--- src/rtl/logic_unit_pkg.sv ---
// Shared opcode encodings and default operand width for the logic_unit block.
// Shift operations are built only when LOGIC_UNIT_SHIFT_EN is defined.
package logic_unit_pkg;

   localparam int DATA_W_DEFAULT = 16;

   typedef enum logic [2:0] {
      OP_AND  = 3'd0,
      OP_OR   = 3'd1,
      OP_XOR  = 3'd2,
      OP_NAND = 3'd3,
      OP_NOR  = 3'd4,
      OP_XNOR = 3'd5,
      OP_SHL  = 3'd6,
      OP_SHR  = 3'd7
   } opcode_e;

endpackage

--- src/rtl/logic_unit_shifter.sv ---
// Combinational shifter: operand zero-extended to 2*DATA_W, so left shifts keep
// the bits that move past DATA_W-1. Only the low four bits of the amount are used.
module logic_unit_shifter #(
   parameter int DATA_W = 16
) (
   input  logic [DATA_W-1:0]   in_a,
   input  logic [3:0]          shamt,
   input  logic                shift_right,
   output logic [2*DATA_W-1:0] shift_out
);

   logic [2*DATA_W-1:0] a_ext;

   always_comb begin
      a_ext = {{DATA_W{1'b0}}, in_a};
      if (shift_right) begin
         shift_out = a_ext >> shamt;
      end else begin
         shift_out = a_ext << shamt;
      end
   end

endmodule

--- src/rtl/logic_unit.sv ---
// Registered bitwise/shift unit with a zero flag; one-cycle latency, no handshake.
// Define LOGIC_UNIT_SHIFT_EN to build the shifter; otherwise opcodes 6/7 yield zero.
module logic_unit
   import logic_unit_pkg::*;
#(
   parameter int DATA_W = DATA_W_DEFAULT
) (
   input  logic                clk,
   input  logic                rst_n,
   input  logic [DATA_W-1:0]   in_a,
   input  logic [DATA_W-1:0]   in_b,
   input  logic [2:0]          opcode,
   output logic [2*DATA_W-1:0] out_logic,
   output logic                out_zero
);

   opcode_e             op;
   logic [DATA_W-1:0]   bit_res;
   logic [2*DATA_W-1:0] out_logic_d, out_logic_q;
   logic                out_zero_d, out_zero_q;

`ifdef LOGIC_UNIT_SHIFT_EN
   logic [2*DATA_W-1:0] shift_res;

   logic_unit_shifter #(
      .DATA_W (DATA_W)
   ) u_shifter (
      .in_a        (in_a),
      .shamt       (in_b[3:0]),
      .shift_right (op == OP_SHR),
      .shift_out   (shift_res)
   );
`endif

   always_comb begin
      op          = opcode_e'(opcode);
      bit_res     = '0;
      out_logic_d = '0;
      case (op)
         OP_AND:  bit_res = in_a & in_b;
         OP_OR:   bit_res = in_a | in_b;
         OP_XOR:  bit_res = in_a ^ in_b;
         OP_NAND: bit_res = ~(in_a & in_b);
         OP_NOR:  bit_res = ~(in_a | in_b);
         OP_XNOR: bit_res = ~(in_a ^ in_b);
         default: bit_res = '0;
      endcase
      // Bitwise results occupy the low half only; shifts use the full width.
      if (op == OP_SHL || op == OP_SHR) begin
`ifdef LOGIC_UNIT_SHIFT_EN
         out_logic_d = shift_res;
`else
         out_logic_d = '0;
`endif
      end else begin
         out_logic_d = {{DATA_W{1'b0}}, bit_res};
      end
      out_zero_d = (out_logic_d == '0);
   end

   always_ff @(posedge clk or negedge rst_n) begin
      if (!rst_n) begin
         out_logic_q <= '0;
         out_zero_q  <= 1'b1;
      end else begin
         out_logic_q <= out_logic_d;
         out_zero_q  <= out_zero_d;
      end
   end

   assign out_logic = out_logic_q;
   assign out_zero  = out_zero_q;

endmodule

--- config.mk ---
export PLATFORM = sky130hd
export DESIGN_NAME = logic_unit
export DESIGN_NICKNAME = d
export VERILOG_FILES = /design/src/rtl/logic_unit_pkg.sv /design/src/rtl/logic_unit_shifter.sv /design/src/rtl/logic_unit.sv
export SDC_FILE = /design/constraint.sdc
export NUM_CORES = 1
export LEC_CHECK = 0
export ABC_AREA = 1
export CAP_MARGIN = 20
export CORE_UTILIZATION = 46
export CTS_CLUSTER_SIZE = 24
export DETAILED_ROUTE_END_ITERATION = 7
export GPL_TIMING_DRIVEN = 0
export HOLD_SLACK_MARGIN = 0.06
export PLACE_DENSITY = 0.81
export SETUP_SLACK_MARGIN = 0.3
export SLEW_MARGIN = 5
export SYNTH_ARGS = -nofsm -noshare
export SYNTH_HDL_FRONTEND = slang
export SYNTH_SLANG_ARGS = --single-unit
export TNS_END_PERCENT = 50
--- constraint.sdc ---
create_clock -name clk -period 0.8 [get_ports clk]
set_input_delay 0.16 -clock clk [delete_from_list [all_inputs] [get_ports clk]]
set_output_delay 0.16 -clock clk [all_outputs]
set_load 0.05 [all_outputs]
==> results.env, run 1 <==
OUTCOME='finished with violations'
FAILED_CHECKS='hold timing, setup timing'
SYNTH_TOP_CELL_AREA_SHARE=0.195
PLACE_HPWL_MICRONS=3650
POWER-PER-CELL-AREA_mW_PER_MM2=1140
CAP_VIOL_MAX_COUNT=0
HOLD-WORST-SLACK_NS=-0.0878
YOSYS.CELL_COUNT.TOP_TYPE='sky130_fd_sc_hd__inv_1'
YS_FF_LATCH=17
FINALSETUPVIOLATIONS=34
GRT_USAGE=0.252
BUFFER_PORTS.INSERTED=53
CLOCK_SINKS=17
COREAREA_SQ_MM=0.00414
DRT_PRE_ANTENNA_ITERS=4
FINAL_DESIGN_AREA_NO_FILL_SQ_MM=0.00336
FINAL.PERIOD_UTILIZATION=1.53
HP-CLASS='primary input to asynchronous set/reset pin'
POWER.LEAKAGE_nW=1.83
ANTENNA_VIOLATIONS_BEFORE_REPAIR=0
GRT_OVERFLOW=0
CRITPATHREQUIREDTIME_NS=0.99
FINALCRITICALPERIOD_NS=1.22
CRIT_PATH_CELL_TRACE='buf_8 -> buf_6 -> nor2_4 -> nand2_4 -> buf_6 -> nor2_2 -> nor2_1 -> nand2_1 -> nor2_2 -> buf_4 -> buf_4 -> inv_1'
IOPINCOUNT=70
DIE_H_MICRONS=68.7
POSTROUTEWIRELENGTH_MICRONS=6300
GRT_MAX_DEGREE=18
NUM_VIAS=2348
POSTSYNTH.ASYNCRESETSHARE=1.00
WORSTPATHBUFFERINVERTERCOUNT=6
DR.FIRST_ITER.DRC_COUNT=178
FINAL_NETS=502
STARTING_DENSITY_OF_THE_CORE=0.494
SEQ_AREA_FRAC_SYNTH=0.208
GLOBAL_ROUTE_WIRE_LENGTH_BEFORE_REPAIR_MICRONS=8950
NUMBER_OF_GLOBAL_ROUTE_VIAS_BEFORE_REPAIR=2075
CP_DATA_ARRIVAL_TIME_NS=1.42
AVGVIACOUNTPERCELL=4.87
FINAL_LAYOUT_SIZE_SUFFIX_GT1_FRAC=0.491
CRITICAL-PATH-TOP-DELAY-FAMILY='buffers and inverters'
POST_PLACEMENT_CELL_COUNT=449
TRITONCTS_CLOCK_TREE='yes'
LAYOUT.FILLER_CELLS=270
PATH_CLK_SLEW_NS=0.06
LAYOUT-AREA-OVERHEAD-VS-SYNTH_PCT=64.2
CTS_INSERTED_BUFFERS=3
CRITICAL_PATH.MAX_FANOUT=5
CELLS_TAKING_THE_MOST_AREA_AFTER_SYNTHESIS='sky130_fd_sc_hd__dfrtp_1 20%, sky130_fd_sc_hd__ha_1 20%, sky130_fd_sc_hd__inv_1 16%'
SYN-CELL-AREA_SQ_MM=0.00205
STARTPOINT_TYPE='primary input'
NUMBER_OF_PINS_EXCEEDING_THEIR_MAX_SLEW_LIMIT_IN_THE_FINAL_REPORT=0
AVERAGE_WIRE_PER_CELL_IN_THE_ROUTED_DESIGN_MICRONS=13.1
MAXIMUM_BUFFER_DEPTH_OF_THE_CLOCK_TREE=2
SYNTH_EDF_COUNT=0
TIMING.FINAL.WS_SETUP_NS=-0.424
ANT_NETS=0
LAYOUT.CELLS.NON_FILLER=482
WORST_PATH_MAX_DELAY_CELL='sky130_fd_sc_hd__nor2_4'
GLOBALPLACE.CONGESTION=0.842
GRT_UTIL_MET3=0.00987
GLOBAL_ROUTE.PEAK_USAGE_LAYER='met2'
CRITICAL_PATH.MAX_STAGE_DELAY_NS=0.20
YS_TOP_CELLS_BY_COUNT='89 x sky130_fd_sc_hd__inv_1, 64 x sky130_fd_sc_hd__nor2_1, 51 x sky130_fd_sc_hd__nand2_1'
POSTSYNTH.TOPFLOPCELL='sky130_fd_sc_hd__dfrtp_1'
GLOBAL_ROUTE.USAGE.MET1=0.292
DIEWIDTH_MICRONS=68.7
CRITICALPATHCATEGORY='primary input to flip-flop'
FMAX_MHz=817
SYNTH_CELL_TYPE_COUNT=19
HTREEDEPTH=1
FLOORPLAN.DIE_AREA_SQ_MM=0.00472
TIMING_HOLD_VIOLATIONS_FINAL=16
CRITICAL_PATH.ENDPOINT_TYPE='flip-flop'
DETAIL_ROUTE.DRC_VIOLATIONS=0
PLACEMENT.SETUP.WORST_SLACK_NS=-1.36
LARGEST_AREA_CONTRIBUTOR_IN_THE_NETLIST='sky130_fd_sc_hd__dfrtp_1'
ANTENNADIODECOUNT=0
CTS_ROOT_BUFFER='sky130_fd_sc_hd__clkbuf_8'
MAX-VDD-IR-DROP_mV=0.759
SYNTHESIS.INSTANCES=331
YS.WARNINGS.COUNT=0
MEAN_SYN_CELL_AREA_SQ_UM=6.19
RSZ0062_AT_GRT='yes'
NUM_ROWS=23
DETAILED_PLACE.AREA_SQ_MM=0.00275
GLOBAL_ROUTE.USAGE.MET2=0.487
-- what timing repair did --
item | 4_1_cts | 5_1_grt
resized for setup | 310 | 88
setup buffers | 24 | 2
endpoints found under the setup margin | 51 | 34
pin swaps | 67 | 39
endpoints found under the hold margin | 16 | 16
cloned | 2 | 1
-- routing by layer --
metal | part of all wire | up-vias
met4 | 0.027 | 0
met2 | 0.53 | 106
li1 | - | 1151
met5 | 0 | -
met3 | 0.063 | 19
met1 | 0.38 | 1072
-- logic make-up after synthesis --
group	Yosys count	synth area share
DFF	17	0.208
AOI/OAI and AO/OA	25	0.0654
and+or+nand+nor	143	0.286
other	1	0.00183
buffers and inverters	113	0.243
adders and majority gates	32	0.195
-- placed cells by master, fill, tap and decap left out, types with 19 or more instances in the layout --
master / synthesis / final
sky130_fd_sc_hd__inv_1: 89 / 50
sky130_fd_sc_hd__nand2_1: 51 / 47
sky130_fd_sc_hd__inv_2: 2 / 39
sky130_fd_sc_hd__buf_4: 19 / 38
sky130_fd_sc_hd__nor2_1: 64 / 29
sky130_fd_sc_hd__buf_6: 0 / 28
sky130_fd_sc_hd__nor2_2: 2 / 26
sky130_fd_sc_hd__buf_2: 2 / 22
sky130_fd_sc_hd__nand3_1: 23 / 19
-- sequential cells by signal (all words and copies together) (netlist names) --
register / flops
out_zero: 1
out_logic: 16
-- path summary, 6_finish.rpt --
kind / cells past startpoint / to / from
max in group asynchronous: 1 / out_zero / rst_n
min in group clk: 7 / out_logic[0] / opcode[0]
setup / recovery: 12 / out_logic[4] / opcode[1]
hold / removal: 1 / out_logic[12] / rst_n
-- power breakdown --
group          switching [mW]  internal, mW  total, mW
logic                    1.33         0.891       2.22
registers              0.0416         0.959       1.00
clock network           0.267         0.353      0.620
total                    1.64          2.20       3.84
-- cell type report --
cell class	count	area (sq um)	share of cell area
Multi-Input combinational cell	216	1590	0.474
Tap cell	50	62.6	0.0186
Sequential cell	17	427	0.127
Inverter	91	352	0.105
Clock buffer	4	45.0	0.0134
Buffer	22	188	0.0558
Timing Repair Buffer	82	697	0.207
-- metrics by stage --
stage | utilization | total power [mW] | hold WS, ns | TNS [ns]
2_1_floorplan | - | 2.11 | -0.136 | -2.76
3_3_place_gp | 0.664 | 2.64 | 0.597 | -29.70
3_5_place_dp | 0.664 | 2.68 | 0.615 | -30.84
4_1_cts | 0.786 | 3.61 | -0.0715 | -6.90
5_1_grt | 0.812 | 4.06 | -0.0605 | -8.51
6_report | 0.812 | 3.84 | -0.0878 | -7.42
No activity file was read; power rests on OpenSTA's default activity.
==> inputs of run 2 (changes only) <==
--- a/config.mk
+++ b/config.mk
@@ -12,6 +12,7 @@
 export DETAILED_ROUTE_END_ITERATION = 7
 export GPL_TIMING_DRIVEN = 0
 export HOLD_SLACK_MARGIN = 0.06
+export MAX_ROUTING_LAYER = met4
 export PLACE_DENSITY = 0.81
 export SETUP_SLACK_MARGIN = 0.3
 export SLEW_MARGIN = 5
==> run 2 against run 1 <==
Compared with the run above:
- the run still ends with hold timing, setup timing left
- critical path depth stayed put
- critical endpoint is now out_zero
- cell count is 0.21% lower
- first-iteration DRC count is 28% lower
- worst hold slack hardly changed
==> results.env, run 2 (synthesis results as in run 1) <==
OUTCOME='finished with violations'
FAILED_CHECKS='hold timing, setup timing'
DRT_PRE_ANTENNA_ITERS=5
ANTENNADIODECOUNT=0
HTREEDEPTH=1
AVGVIACOUNTPERCELL=4.85
NUM_VIAS=2332
CRITICAL_PATH.MAX_STAGE_DELAY_NS=0.18
CLOCK_SINKS=17
DR.FIRST_ITER.DRC_COUNT=129
FINAL_NETS=501
RSZ0062_AT_GRT='yes'
TIMING.FINAL.WS_SETUP_NS=-0.420
CTS_INSERTED_BUFFERS=3
WORST_PATH_MAX_DELAY_CELL='sky130_fd_sc_hd__buf_4'
POST_PLACEMENT_CELL_COUNT=449
DETAIL_ROUTE.DRC_VIOLATIONS=0
DIEWIDTH_MICRONS=68.7
FINAL_LAYOUT_SIZE_SUFFIX_GT1_FRAC=0.487
CRITPATHREQUIREDTIME_NS=0.98
TIMING_HOLD_VIOLATIONS_FINAL=16
ANT_NETS=0
NUM_ROWS=23
FINALSETUPVIOLATIONS=34
MAX-VDD-IR-DROP_mV=0.759
HOLD-WORST-SLACK_NS=-0.0877
CRITICAL-PATH-TOP-DELAY-FAMILY='simple AND/OR/NAND/NOR gates'
ANTENNA_VIOLATIONS_BEFORE_REPAIR=0
CRITICAL_PATH.MAX_FANOUT=10
FLOORPLAN.DIE_AREA_SQ_MM=0.00472
DIE_H_MICRONS=68.7
GRT_USAGE=0.259
HP-CLASS='primary input to asynchronous set/reset pin'
GLOBALPLACE.CONGESTION=0.855
LAYOUT-AREA-OVERHEAD-VS-SYNTH_PCT=63.6
WORSTPATHBUFFERINVERTERCOUNT=4
GLOBAL_ROUTE_WIRE_LENGTH_BEFORE_REPAIR_MICRONS=8910
TIMING.CRITICAL_PATH.MODE_CELL='sky130_fd_sc_hd__nand2_1'
FMAX_MHz=820
CP_DATA_ARRIVAL_TIME_NS=1.40
CTS_ROOT_BUFFER='sky130_fd_sc_hd__clkbuf_8'
FINALCRITICALPERIOD_NS=1.22
CRIT_PATH_CELL_TRACE='buf_8 -> buf_8 -> buf_4 -> nand3_1 -> o21ai_1 -> inv_1 -> nand2_1 -> nor2_2 -> nand2_1 -> nor2_2 -> nand2_1 -> nor2_1'
GRT_MAX_DEGREE=18
FINALPOWER_mW=3.83
LAYOUT.CELLS.NON_FILLER=481
TRITONCTS_CLOCK_TREE='yes'
GRT_OVERFLOW=0
PLACEMENT.SETUP.WORST_SLACK_NS=-1.36
LARGEST_REGISTER_FFS=16
BUFFER_PORTS.INSERTED=53
COREAREA_SQ_MM=0.00414
CRITICAL_PATH.ENDPOINT_TYPE='flip-flop'
POWER-PER-CELL-AREA_mW_PER_MM2=1140
IOPINCOUNT=70
AVERAGE_WIRE_PER_CELL_IN_THE_ROUTED_DESIGN_MICRONS=12.9
PATH_CLK_SLEW_NS=0.06
NUMBER_OF_GLOBAL_ROUTE_VIAS_BEFORE_REPAIR=2082
FINAL_COMMON_CELL='sky130_fd_sc_hd__inv_1'
POWER.LEAKAGE_nW=1.82
FINAL.SETUP.TNS_NS=-7.20
PLACE_HPWL_MICRONS=3650
FINAL.PERIOD_UTILIZATION=1.52
POSTLAYOUTCOREUTIL=0.809
CAP_VIOL_MAX_COUNT=0
LAYOUT_COMMON_CELLS='50 x sky130_fd_sc_hd__inv_1, 47 x sky130_fd_sc_hd__nand2_1, 39 x sky130_fd_sc_hd__inv_2'
STARTPOINT_TYPE='primary input'
POSTROUTEWIRELENGTH_MICRONS=6210
CRITICALPATHCATEGORY='primary input to flip-flop'
MAXIMUM_BUFFER_DEPTH_OF_THE_CLOCK_TREE=2
NUMBER_OF_PINS_EXCEEDING_THEIR_MAX_SLEW_LIMIT_IN_THE_FINAL_REPORT=0
STARTING_DENSITY_OF_THE_CORE=0.494
## run 2: changes by cell type in the layout (fill, tap and decap cells not counted), sizes merged
cell    previous run  this run
clkbuf             8         7
## run 2: path summary, 6_finish.rpt
check                      cells after the start  startpoint             to
min                                            1       rst_n  out_logic[12]
max in group asynchronous                      1       rst_n       out_zero
min in group clk                               7   opcode[0]   out_logic[0]
max                                           12   opcode[1]       out_zero
## run 2: final cells by class
type / count / area (sq um)
Multi-Input combinational cell: 216 / 1590
Fill cell: 272 / 793
Timing Repair Buffer: 81 / 689
Sequential cell: 17 / 427
Inverter: 91 / 349
Buffer: 22 / 188
Tap cell: 50 / 62.6
Clock buffer: 4 / 45.0
## run 2: repair_timing
item,CTS,global route
endpoints found under the hold margin,16,16
pin swaps,67,39
endpoints found under the setup margin,51,34
buffers inserted,24,2
cloned,2,0
gates resized for setup,310,85
## run 2: per-stage QoR
step | instance area [sq um] | hold WS (ns)
2_1_floorplan | 2160 | -0.136
3_3_place_gp | 2750 | 0.597
3_5_place_dp | 2750 | 0.615
4_1_cts | 3260 | -0.0715
5_1_grt | 3350 | -0.0605
6_report | 3350 | -0.0877
## run 2: report_power, final
group          switching, mW  total, mW  internal, mW
clock                  0.266      0.619         0.353
sequential            0.0416       1.00         0.959
combinational           1.32       2.21         0.888
## run 2: layer usage
metal | global-route usage | routed length, microns | up-vias
met3 | 0.00987 | 325 | 17
met1 | 0.291 | 2440 | 1065
met2 | 0.485 | 3270 | 103
met4 | 0.0893 | 174 | 0
met5 | - | 0 | -
li1 | - | - | 1147
==> inputs of run 3 (changes only) <==
--- a/config.mk
+++ b/config.mk
@@ -7,13 +7,13 @@
 export LEC_CHECK = 0
 export ABC_AREA = 1
 export CAP_MARGIN = 20
-export CORE_UTILIZATION = 46
+export CORE_UTILIZATION = 42
 export CTS_CLUSTER_SIZE = 24
 export DETAILED_ROUTE_END_ITERATION = 7
 export GPL_TIMING_DRIVEN = 0
-export HOLD_SLACK_MARGIN = 0.06
+export HOLD_SLACK_MARGIN = 0.02
 export MAX_ROUTING_LAYER = met4
-export PLACE_DENSITY = 0.81
+export PLACE_DENSITY = 0.78
 export SETUP_SLACK_MARGIN = 0.3
 export SLEW_MARGIN = 5
 export SYNTH_ARGS = -nofsm -noshare
==> constraint.sdc (replaced) <==
create_clock -name clk -period 1.03 [get_ports clk]
set_input_delay 0.206 -clock clk [delete_from_list [all_inputs] [get_ports clk]]
set_output_delay 0.206 -clock clk [all_outputs]
set_load 0.05 [all_outputs]
==> run 3 against run 2 <==
Compared with the run above:
- non-clock buffer count is 13 higher
- core utilization is 6.9 points lower
- critical endpoint unchanged
- the run ends with setup timing left
- global-route usage is 2.3 points lower
==> results.env, run 3 (synthesis results as in run 1) <==
OUTCOME='finished with violations'
FAILED_CHECKS='setup timing'
CRITICAL-PATH-TOP-DELAY-FAMILY='simple AND/OR/NAND/NOR gates'
FMAX_MHz=770
ANTENNA_VIOLATIONS_BEFORE_REPAIR=0
DETAIL_ROUTE.DRC_VIOLATIONS=0
DR.FIRST_ITER.DRC_COUNT=212
MAX_SLEW_HEADROOM=0.547
CTS_ROOT_BUFFER='sky130_fd_sc_hd__clkbuf_8'
CRITICAL_PATH.ENDPOINT_TYPE='flip-flop'
CRITPATHREQUIREDTIME_NS=1.22
COREAREA_SQ_MM=0.00469
NUM_VIAS=2438
FINALCRITICALPERIOD_NS=1.30
ANTENNADIODECOUNT=0
AVERAGE_WIRE_PER_CELL_IN_THE_ROUTED_DESIGN_MICRONS=12.7
HP-CLASS='primary input to asynchronous set/reset pin'
FLOORPLAN.DIE_AREA_SQ_MM=0.00516
ANT_NETS=0
GRT_OVERFLOW=0
FINAL_NETS=514
IOPINCOUNT=70
HTREEDEPTH=1
WORST_PATH_MAX_DELAY_CELL='sky130_fd_sc_hd__nor2_2'
MAXIMUM_BUFFER_DEPTH_OF_THE_CLOCK_TREE=2
CTS_HOLD_BUFFERS=0
CLOCK_SINKS=17
LAYOUT-AREA-OVERHEAD-VS-SYNTH_PCT=69.5
GRT_USAGE=0.235
DRT_PRE_ANTENNA_ITERS=5
FINALSETUPVIOLATIONS=17
LARGEST_REGISTER_FFS=16
CP_DATA_ARRIVAL_TIME_NS=1.49
GRT_MAX_DEGREE=18
DIEWIDTH_MICRONS=71.8
TIMING.FINAL.WS_SETUP_NS=-0.268
PATH_CLK_SLEW_NS=0.06
AVGVIACOUNTPERCELL=4.90
TRITONCTS_CLOCK_TREE='yes'
STARTPOINT_TYPE='primary input'
CRIT_PATH_CELL_TRACE='buf_8 -> buf_8 -> inv_6 -> nand3_4 -> buf_6 -> nor2_2 -> nor2_1 -> nand2_1 -> nor2_2 -> nand2_1 -> nor2_1 -> nand2_1 -> nor2_2'
FINAL.PERIOD_UTILIZATION=1.26
GLOBAL_ROUTE_WIRE_LENGTH_BEFORE_REPAIR_MICRONS=9430
WORSTPATHBUFFERINVERTERCOUNT=4
CRITICAL_PATH.MAX_FANOUT=6
STARTING_DENSITY_OF_THE_CORE=0.437
POWER.LEAKAGE_nW=1.90
CRITICALPATHCATEGORY='primary input to flip-flop'
CAP_VIOL_MAX_COUNT=0
LAYOUT.CELLS.NON_FILLER=498
PLACE_HPWL_MICRONS=3560
LAYOUT_COMMON_CELLS='52 x sky130_fd_sc_hd__inv_1, 48 x sky130_fd_sc_hd__buf_4, 40 x sky130_fd_sc_hd__nand2_1'
NUMBER_OF_PINS_EXCEEDING_THEIR_MAX_SLEW_LIMIT_IN_THE_FINAL_REPORT=0
TIMING_HOLD_VIOLATIONS_FINAL=0
FINAL_LAYOUT_SIZE_SUFFIX_GT1_FRAC=0.514
NUMBER_OF_GLOBAL_ROUTE_VIAS_BEFORE_REPAIR=2302
BUFFER_PORTS.INSERTED=53
CTS_INSERTED_BUFFERS=3
POST_PLACEMENT_CELL_COUNT=453
FINAL_COMMON_CELL='sky130_fd_sc_hd__inv_1'
POWER-PER-CELL-AREA_mW_PER_MM2=879
DIE_H_MICRONS=71.8
POSTROUTEWIRELENGTH_MICRONS=6300
GLOBALPLACE.CONGESTION=0.915
MAX-VDD-IR-DROP_mV=0.632
WORST_PIN_SLEW_NS=0.680
HOLD-WORST-SLACK_NS=0.101
RSZ0062_AT_GRT='yes'
NUM_ROWS=25
CRITICAL_PATH.MAX_STAGE_DELAY_NS=0.16
==> run 3: final cells by class <==
class	instances	area [sq um]
multi-input cells	216	1620
flip-flops and latches	17	427
repair buffers	94	774
fillers	321	1220
clock buffers	4	45.0
well taps	54	67.6
plain buffers	22	188
inverters	91	349
==> run 3: per-stage QoR <==
step	worst slack, ns	total power [mW]	utilization	cell area (sq um)	TNS [ns]
floorplan	-0.162	1.64	-	2160	-0.164
detailed placement	-1.12	2.08	0.587	2760	-21.02
finish	-0.268	3.05	0.740	3470	-1.90
global route	-0.361	3.21	0.740	3470	-2.59
global placement	-1.11	2.05	0.587	2760	-20.31
CTS	-0.116	2.82	0.695	3260	-1.74
==> run 3: power by group <==
| part | internal, mW | total, mW | switching (mW) |
|---|---|---|---|
| registers | 0.745 | 0.774 | 0.0291 |
| clock network | 0.274 | 0.476 | 0.202 |
| logic | 0.744 | 1.80 | 1.06 |
| total | 1.76 | 3.05 | 1.29 |
==> run 3: worst max-delay path by stage <==
stage / startpoint / to / slack [ns] / cells past startpoint
after floorplan: opcode[1] / out_zero / -0.16 / 12
after global placement: opcode[2] / out_zero / -1.11 / 9
after detailed placement: opcode[0] / out_zero / -1.12 / 12
after CTS: opcode[1] / out_zero / -0.12 / 13
after global routing: opcode[1] / out_zero / -0.36 / 13
final: opcode[1] / out_zero / -0.27 / 13
==> run 3: what timing repair did <==
item / CTS / global route
setup endpoints to repair: 51 / 34
setup buffers: 33 / 6
cloned: 2 / 0
gates resized for setup: 303 / 97
pin swaps: 66 / 32
==> run 3: routing by layer <==
layer | up-vias | share of wire | GRT usage
met1 | 1101 | 0.36 | 0.240
met2 | 144 | 0.54 | 0.436
li1 | 1166 | - | -
met4 | 0 | 0.030 | 0.137
met5 | - | 0 | -
met3 | 27 | 0.073 | 0.0225
